===== src/rtl/pipeline_front_regs.sv =====
// pipeline_front_regs: PC, IF/ID and ID/EX registers with stall, squash, flush and bubble counting
module pipeline_front_regs #(
    parameter logic [31:0] RESET_PC  = 32'h0040_0000,
    parameter logic [31:0] NOP_INSTR = 32'h0000_0000
) (
    input  logic        clk,
    input  logic        reset,
    input  logic        StallF,
    input  logic        StallD,
    input  logic        FlushE,
    input  logic        PCSrcD,
    input  logic        jumpD,
    input  logic [31:0] PCBranchD,
    input  logic [31:0] JumpTargetD,
    input  logic [31:0] InstrF,
    input  logic        RegWriteD,
    input  logic        MemtoRegD,
    input  logic        MemWriteD,
    input  logic        ALUSrcD,
    input  logic        RegDstD,
    input  logic [2:0]  ALUControlD,
    input  logic [31:0] RD1D,
    input  logic [31:0] RD2D,
    input  logic [31:0] SignImmD,
    input  logic [4:0]  RsD,
    input  logic [4:0]  RtD,
    input  logic [4:0]  RdD,
    output logic [31:0] PCF,
    output logic [31:0] InstrD,
    output logic [31:0] PCPlus4D,
    output logic        ValidD,
    output logic        ValidE,
    output logic        RegWriteE,
    output logic        MemtoRegE,
    output logic        MemWriteE,
    output logic        ALUSrcE,
    output logic        RegDstE,
    output logic [2:0]  ALUControlE,
    output logic [31:0] RD1E,
    output logic [31:0] RD2E,
    output logic [31:0] SignImmE,
    output logic [4:0]  RsE,
    output logic [4:0]  RtE,
    output logic [4:0]  RdE,
    output logic [15:0] BubbleCountE
);
    localparam int EW = 119;
    logic [31:0]   pcf_q, pcf_d, pc_plus4_f;
    logic [31:0]   instr_d_q, instr_d_d, pc_plus4_d_q, pc_plus4_d_d;
    logic          valid_d_q, valid_d_d, valid_e_q, valid_e_d, redirect;
    logic [EW-1:0] ex_q, ex_d;
    logic [15:0]   bubble_cnt_q, bubble_cnt_d;
    always_comb begin
        pc_plus4_f   = pcf_q + 32'd4;
        redirect     = PCSrcD | jumpD;
        // a stalled fetch ignores redirects: branch operands are not valid yet
        pcf_d        = StallF ? pcf_q : jumpD ? JumpTargetD : PCSrcD ? PCBranchD : pc_plus4_f;
        instr_d_d    = StallD ? instr_d_q : redirect ? NOP_INSTR : InstrF;
        pc_plus4_d_d = StallD ? pc_plus4_d_q : redirect ? 32'd0 : pc_plus4_f;
        valid_d_d    = StallD ? valid_d_q : !redirect;
        ex_d         = FlushE ? '0 : {RegWriteD, MemtoRegD, MemWriteD, ALUSrcD, RegDstD,
                                      ALUControlD, RD1D, RD2D, SignImmD, RsD, RtD, RdD};
        valid_e_d    = !FlushE && valid_d_q;
        bubble_cnt_d = (!valid_e_d && bubble_cnt_q != 16'hFFFF) ? bubble_cnt_q + 16'd1 : bubble_cnt_q;
    end
    always_ff @(posedge clk) begin
        if (reset) begin
            pcf_q        <= RESET_PC;
            instr_d_q    <= NOP_INSTR;
            pc_plus4_d_q <= '0;
            valid_d_q    <= 1'b0;
            valid_e_q    <= 1'b0;
            ex_q         <= '0;
            bubble_cnt_q <= '0;
        end else begin
            pcf_q        <= pcf_d;
            instr_d_q    <= instr_d_d;
            pc_plus4_d_q <= pc_plus4_d_d;
            valid_d_q    <= valid_d_d;
            valid_e_q    <= valid_e_d;
            ex_q         <= ex_d;
            bubble_cnt_q <= bubble_cnt_d;
        end
    end
    assign PCF          = pcf_q;
    assign InstrD       = instr_d_q;
    assign PCPlus4D     = pc_plus4_d_q;
    assign ValidD       = valid_d_q;
    assign ValidE       = valid_e_q;
    assign BubbleCountE = bubble_cnt_q;
    assign {RegWriteE, MemtoRegE, MemWriteE, ALUSrcE, RegDstE,
            ALUControlE, RD1E, RD2E, SignImmE, RsE, RtE, RdE} = ex_q;
endmodule


===== config.mk =====
export PLATFORM = sky130hd
export DESIGN_NAME = pipeline_front_regs
export DESIGN_NICKNAME = d
export VERILOG_FILES = /design/src/rtl/pipeline_front_regs.sv
export SDC_FILE = /design/constraint.sdc
export NUM_CORES = 1
export LEC_CHECK = 0
export ABC_CLOCK_PERIOD_IN_PS = 2900
export CAP_MARGIN = 20
export CORE_AREA = 2 2 176 178
export CTS_CLUSTER_DIAMETER = 150
export DETAILED_ROUTE_END_ITERATION = 12
export DIE_AREA = 0 0 178 180
export DONT_BUFFER_PORTS = 1
export GPL_TIMING_DRIVEN = 0
export MAX_ROUTING_LAYER = met4
export SLEW_MARGIN = 0
export SYNTH_ARGS = -nofsm -noshare
export SYNTH_HDL_FRONTEND = slang
export SYNTH_SLANG_ARGS = --single-unit

===== constraint.sdc =====
create_clock -name clk -period 2.9 [get_ports clk]
set_input_delay 0.145 -clock clk [delete_from_list [all_inputs] [get_ports clk]]
set_output_delay 0.145 -clock clk [all_outputs]
set_load 0.01 [all_outputs]

Yosys cells after proc, flatten, opt, wreduce, memory -nomap -nowiden
Index checks and enable logic that the tools add are counted.
- bitwise operators: 1
- shift operators: 0
- $mul: 0
- mux-type cells: 4
- $add $sub $neg: 2
- $lt $le $gt $ge: 0
- reductions and logical operators: 6
- div/mod/pow operators: 0
- equal/unequal tests: 1
- operator list (cell ; number):
    32-bit two-way mux ; 4
    32-bit by 3-bit adder with 32-bit output (second input constant) ; 1
    16-bit by 1-bit adder with 16-bit output (second input constant) ; 1
    16-bit != test (second input constant) ; 1
    1-bit logical NOT ; 3
    1-bit logical AND ; 2
    2-bit OR reduction ; 1
    1-bit OR ; 1
- flip-flop bits (word level): 233
- output and inout port bits: 233
- logic and storage cells: 21
- input port bits: 222
- memory bits (read-only): 0
- latch bits: 0
- memories: 0
- memory bits (writable): 0

Logic depth before layout (Yosys ltp)
- depth after elaboration: 4
- mapped depth: 8
- mapped depth without buffers: 6

Least setup slack after synthesis
No wires, ideal clock.
- path type: register to register
- start point: register pcf_q[9], in the netlist PCF[9]
- end point: register pc_plus4_d_q[28], in the netlist PCPlus4D[28]
- data required time: 2786 ps
- path buffers: 2
- library setup time: 114 ps
- slack: 717 ps
- cell stages (with the launch flop): 8
- period minus slack after synthesis: 2183 ps
- arrival: 2070 ps
- path through: dfxtp_1 buf_2 nand3_1 or4_4 buf_6 nor4_4 mux2_1 a21o_1
- cells in the longest elaborated chain, start to end: 2
- RTL lines (what ; RTL line ; RTL):
    from (decl) ; 48 ; logic [31:0] pcf_q, pcf_d, pc_plus4_f;
    from (signal assigned) ; 76 ; pcf_q <= pcf_d;
    32-bit by 3-bit adder with 32-bit output ; 54 ; pc_plus4_f = pcf_q + 32'd4;
    32-bit two-way mux ; 59 ; pc_plus4_d_d = StallD ? pc_plus4_d_q : redirect ? 32'd0 : pc_plus4_f;
    to (signal assigned) ; 78 ; pc_plus4_d_q <= pc_plus4_d_d;
    to (decl) ; 49 ; logic [31:0] instr_d_q, instr_d_d, pc_plus4_d_q, pc_plus4_d_d;
Every way passes these cells.
A chain may end at the register's enable or synchronous reset.

Worst setup path in the final report
- start point: register pcf_q[2], in the netlist PCF[2]
- end point: register pcf_q[30], in the netlist PCF[30]
- cells in the longest elaborated chain, start to end: 3
- RTL lines (what ; RTL line ; RTL):
    32-bit by 3-bit adder with 32-bit output ; 54 ;
    32-bit two-way mux (2 in a row) ; 57 ; pcf_d = StallF ? pcf_q : jumpD ? JumpTargetD : PCSrcD ? PCBranchD : pc_plus4_f;
Every way passes these cells.

==> flow_summary.ini <==
[die]
io_pins = 455
num_rows = 64
die_area_um2 = 32000
coreArea_um2 = 30200
die_x_um = 178
initial_core_util = 0.292
chipHeight_um = 180

[synth]
synth_xor_area_frac = 0.0358
syn_area_um2 = 8810
synth_compound_area_frac = 0.136
avgSynthCellArea_um2 = 8.90
synth_area_leaders = dfxtp_1, and2_1, nor2_1
synthFlopType = dfxtp_1
synth_fp_nets = 1214
synth_fa_ha_area_frac = 0.00284
synth_top_area_frac = 0.529
ys.warnings.count = 0
netlist_instances = 990
yosysTopAreaCell = dfxtp_1
synthSimpleGateAreaFrac = 0.250
synth_top_family_by_area = simple AND/OR/NAND/NOR gates
synthArstFlopShare = 0
muxShareOfSynthArea = 0.00582
synth_edf_count = 0
ys_seq_area_frac = 0.529
synth.distinct_cells = 59
ys_ff_latch = 233

[timing]
worst_pin_slew_ps = 964
finalClockSkew_ps = 11.3
period_minus_slack_ps = 2780
fin_tns_setup_ps = 0
fmax_ghz = 0.359
finalCritPeriodShare = 0.960
relSlewSlack = 0.351
setup_ws_ps = 116
setup-violations-final = 0
finalHoldViolCount = 0
slew_violations = 0
rsz0062_at_grt = false

[power]
p_comb_frac = 0.090
power_frac_clock = 0.447
p_int_uw = 5640
switching_share = 0.254
p_total_uw = 7560
power_density_nw_per_um2 = 613
ir_drop_uv = 447
sequentialPowerShare = 0.464
p_leak_uw = 0.00460
p_switching_uw = 1920

[critical_path]
worstSetupStartpointType = flip-flop
crit_type = flip-flop to flip-flop
reg2reg_setup_slack_ps = 120
cp.arrival_ps = 3180
required_ps = 3290
crit_path_max_fanout = 7
cp-end-kind = flip-flop

[clock_tree]
clock_sinks = 233
cts_tree = yes
clk_pin_slew_ps = 70
h-tree-depth = 1
cts_made_buffers = 25
cts_root_buffer = clkbuf_16
clk_path_buf_depth = 3
clock_latency_ps = 540

[final_layout]
fill_cells = 2871
diodes = 0
fin_nets = 1454
syn_to_final_growth_pct = 40.0
most-common-layout-cells = dfxtp_1, dlygate4sd3_1, and2_1
postLayoutCoreUtil = 0.408
drive_above_1_share = 0.0504
fin_cells = 1645
final_common_cell = dfxtp_1

[global_route]
grt_overflow_total = 0
grt_max_degree = 15
grt_pass1_wl_um = 52300
grt_pass1_vias = 8594
antenna_found_initial = 0
grt.total_usage = 0.220

[routing]
wl_met2_um = 18300
drt-wirelength-per-cell_um = 21.9
ant_nets = 0
routed_wl_um = 36000
vias_per_cell = 5.06
vias = 8329
drt-met1-wl_um = 13400
drt_pass1_iterations = 5
wl_met3_um = 3120
drt-initial-drc-count = 540
drc_errors = 0
highest_layer = met4

[outcome]
status = finished, final reports clean

[hold_path]
hold_class = input port to flip-flop

[place]
dp_slack_ps = 205
numPortBuffers = 0
dp_hpwl_um = 25600
dp.cells = 1386
routabilityCongestion = 0.971

[flow_run]
cap_viol_max_count = 0
worst paths after layout:
kind / to / depth (start not counted) / from
hold reg to reg: PCPlus4D[31] / 2 / PCPlus4D[31]
setup / recovery: PCF[30] / 7 / PCF[2]
setup reg to reg: PCF[30] / 7 / PCF[2]
hold / removal: PCF[10] / 3 / JumpTargetD[10]
cell families (layout without fill, tap and decap cells):
kind of cell	after synthesis	count (layout)
AO/OA/AOI/OAI	195	195
XOR/XNOR	36	36
adder cells (fa/ha/maj)	2	2
buffers and inverters	89	348
flip-flops	233	233
multiplexers	5	5
AND/OR/NAND/NOR	430	430
registers in the layout, indices dropped and copies added, names as in the netlist:
| signal | flops |
|---|---|
| ex_q | 119 |
| InstrD | 32 |
| PCF | 32 |
| PCPlus4D | 32 |
| BubbleCountE | 16 |
| ValidD | 1 |
| ValidE | 1 |
through the flow:
step	hold slack [ps]	cell area, um^2
2_1_floorplan	267	8810
3_3_place_gp	267	9310
3_5_place_dp	270	9310
4_1_cts	4.64	12300
5_1_grt	44.9	12300
6_report	26.6	12300
synth_stat cells (3+ instances only):
cell	instances
dfxtp_1	233
and2_1	124
nor2_1	118
nand2_1	91
a21oi_1	78
clkbuf_1	63
o21ai_0	46
xnor2_1	28
nor3_1	23
inv_1	18
nand3_1	18
nor4_1	11
nand4_1	10
a22oi_1	8
xor2_1	8
o21a_1	7
o32ai_1	7
a22o_1	6
and4_1	5
nand2b_1	5
o211ai_1	5
or3_1	5
a221oi_1	4
buf_2	4
mux2i_1	4
o31a_1	4
a221o_1	3
a222oi_1	3
a31oi_1	3
and3_1	3
buf_1	3
nor3b_1	3
nor4_4	3
power groups by stage:
stage	combinational, uW	clock (uW)	sequential [uW]
floorplan	286	0	3510
global placement	405	0	3580
detailed placement	413	0	3580
CTS	656	3420	3500
global route	730	3570	3520
finish	677	3370	3500
routing by layer:
metal / vias to the layer above / GRT usage
met4: 0 / 0.0787
met3: 93 / 0.0539
met2: 494 / 0.392
met1: 3919 / 0.233
met5: - / -
li1: 3823 / -
worst max-delay path: stages, from the launching register on:
cell     delay (ps)
dfxtp_1         510
ha_1            330
and3_1          180
buf_2           180
nand4_1         240
nor4_1          860
mux2i_1         260
a21oi_1          70
layout make-up:
type | instances | area, um^2 | share of cell area
Timing Repair Buffer | 213 | 2130 | 0.173
Buffer | 71 | 284 | 0.0230
Multi-Input combinational cell | 668 | 3810 | 0.309
Clock inverter | 16 | 193 | 0.0156
Tap cell | 396 | 495 | 0.0402
Sequential cell | 233 | 4670 | 0.378
Clock buffer | 30 | 684 | 0.0555
Inverter | 18 | 67.6 | 0.00548
repair_timing:
| item | 4_1_cts | 5_1_grt |
|---|---|---|
| endpoints found under the setup margin | 0 | 4 |
| setup buffers | 0 | 0 |
| hold endpoints to repair | 188 | 0 |
| gates resized for setup | 0 | 8 |
| hold buffers | 213 | 0 |
Power figures use the tool's default switching activity.
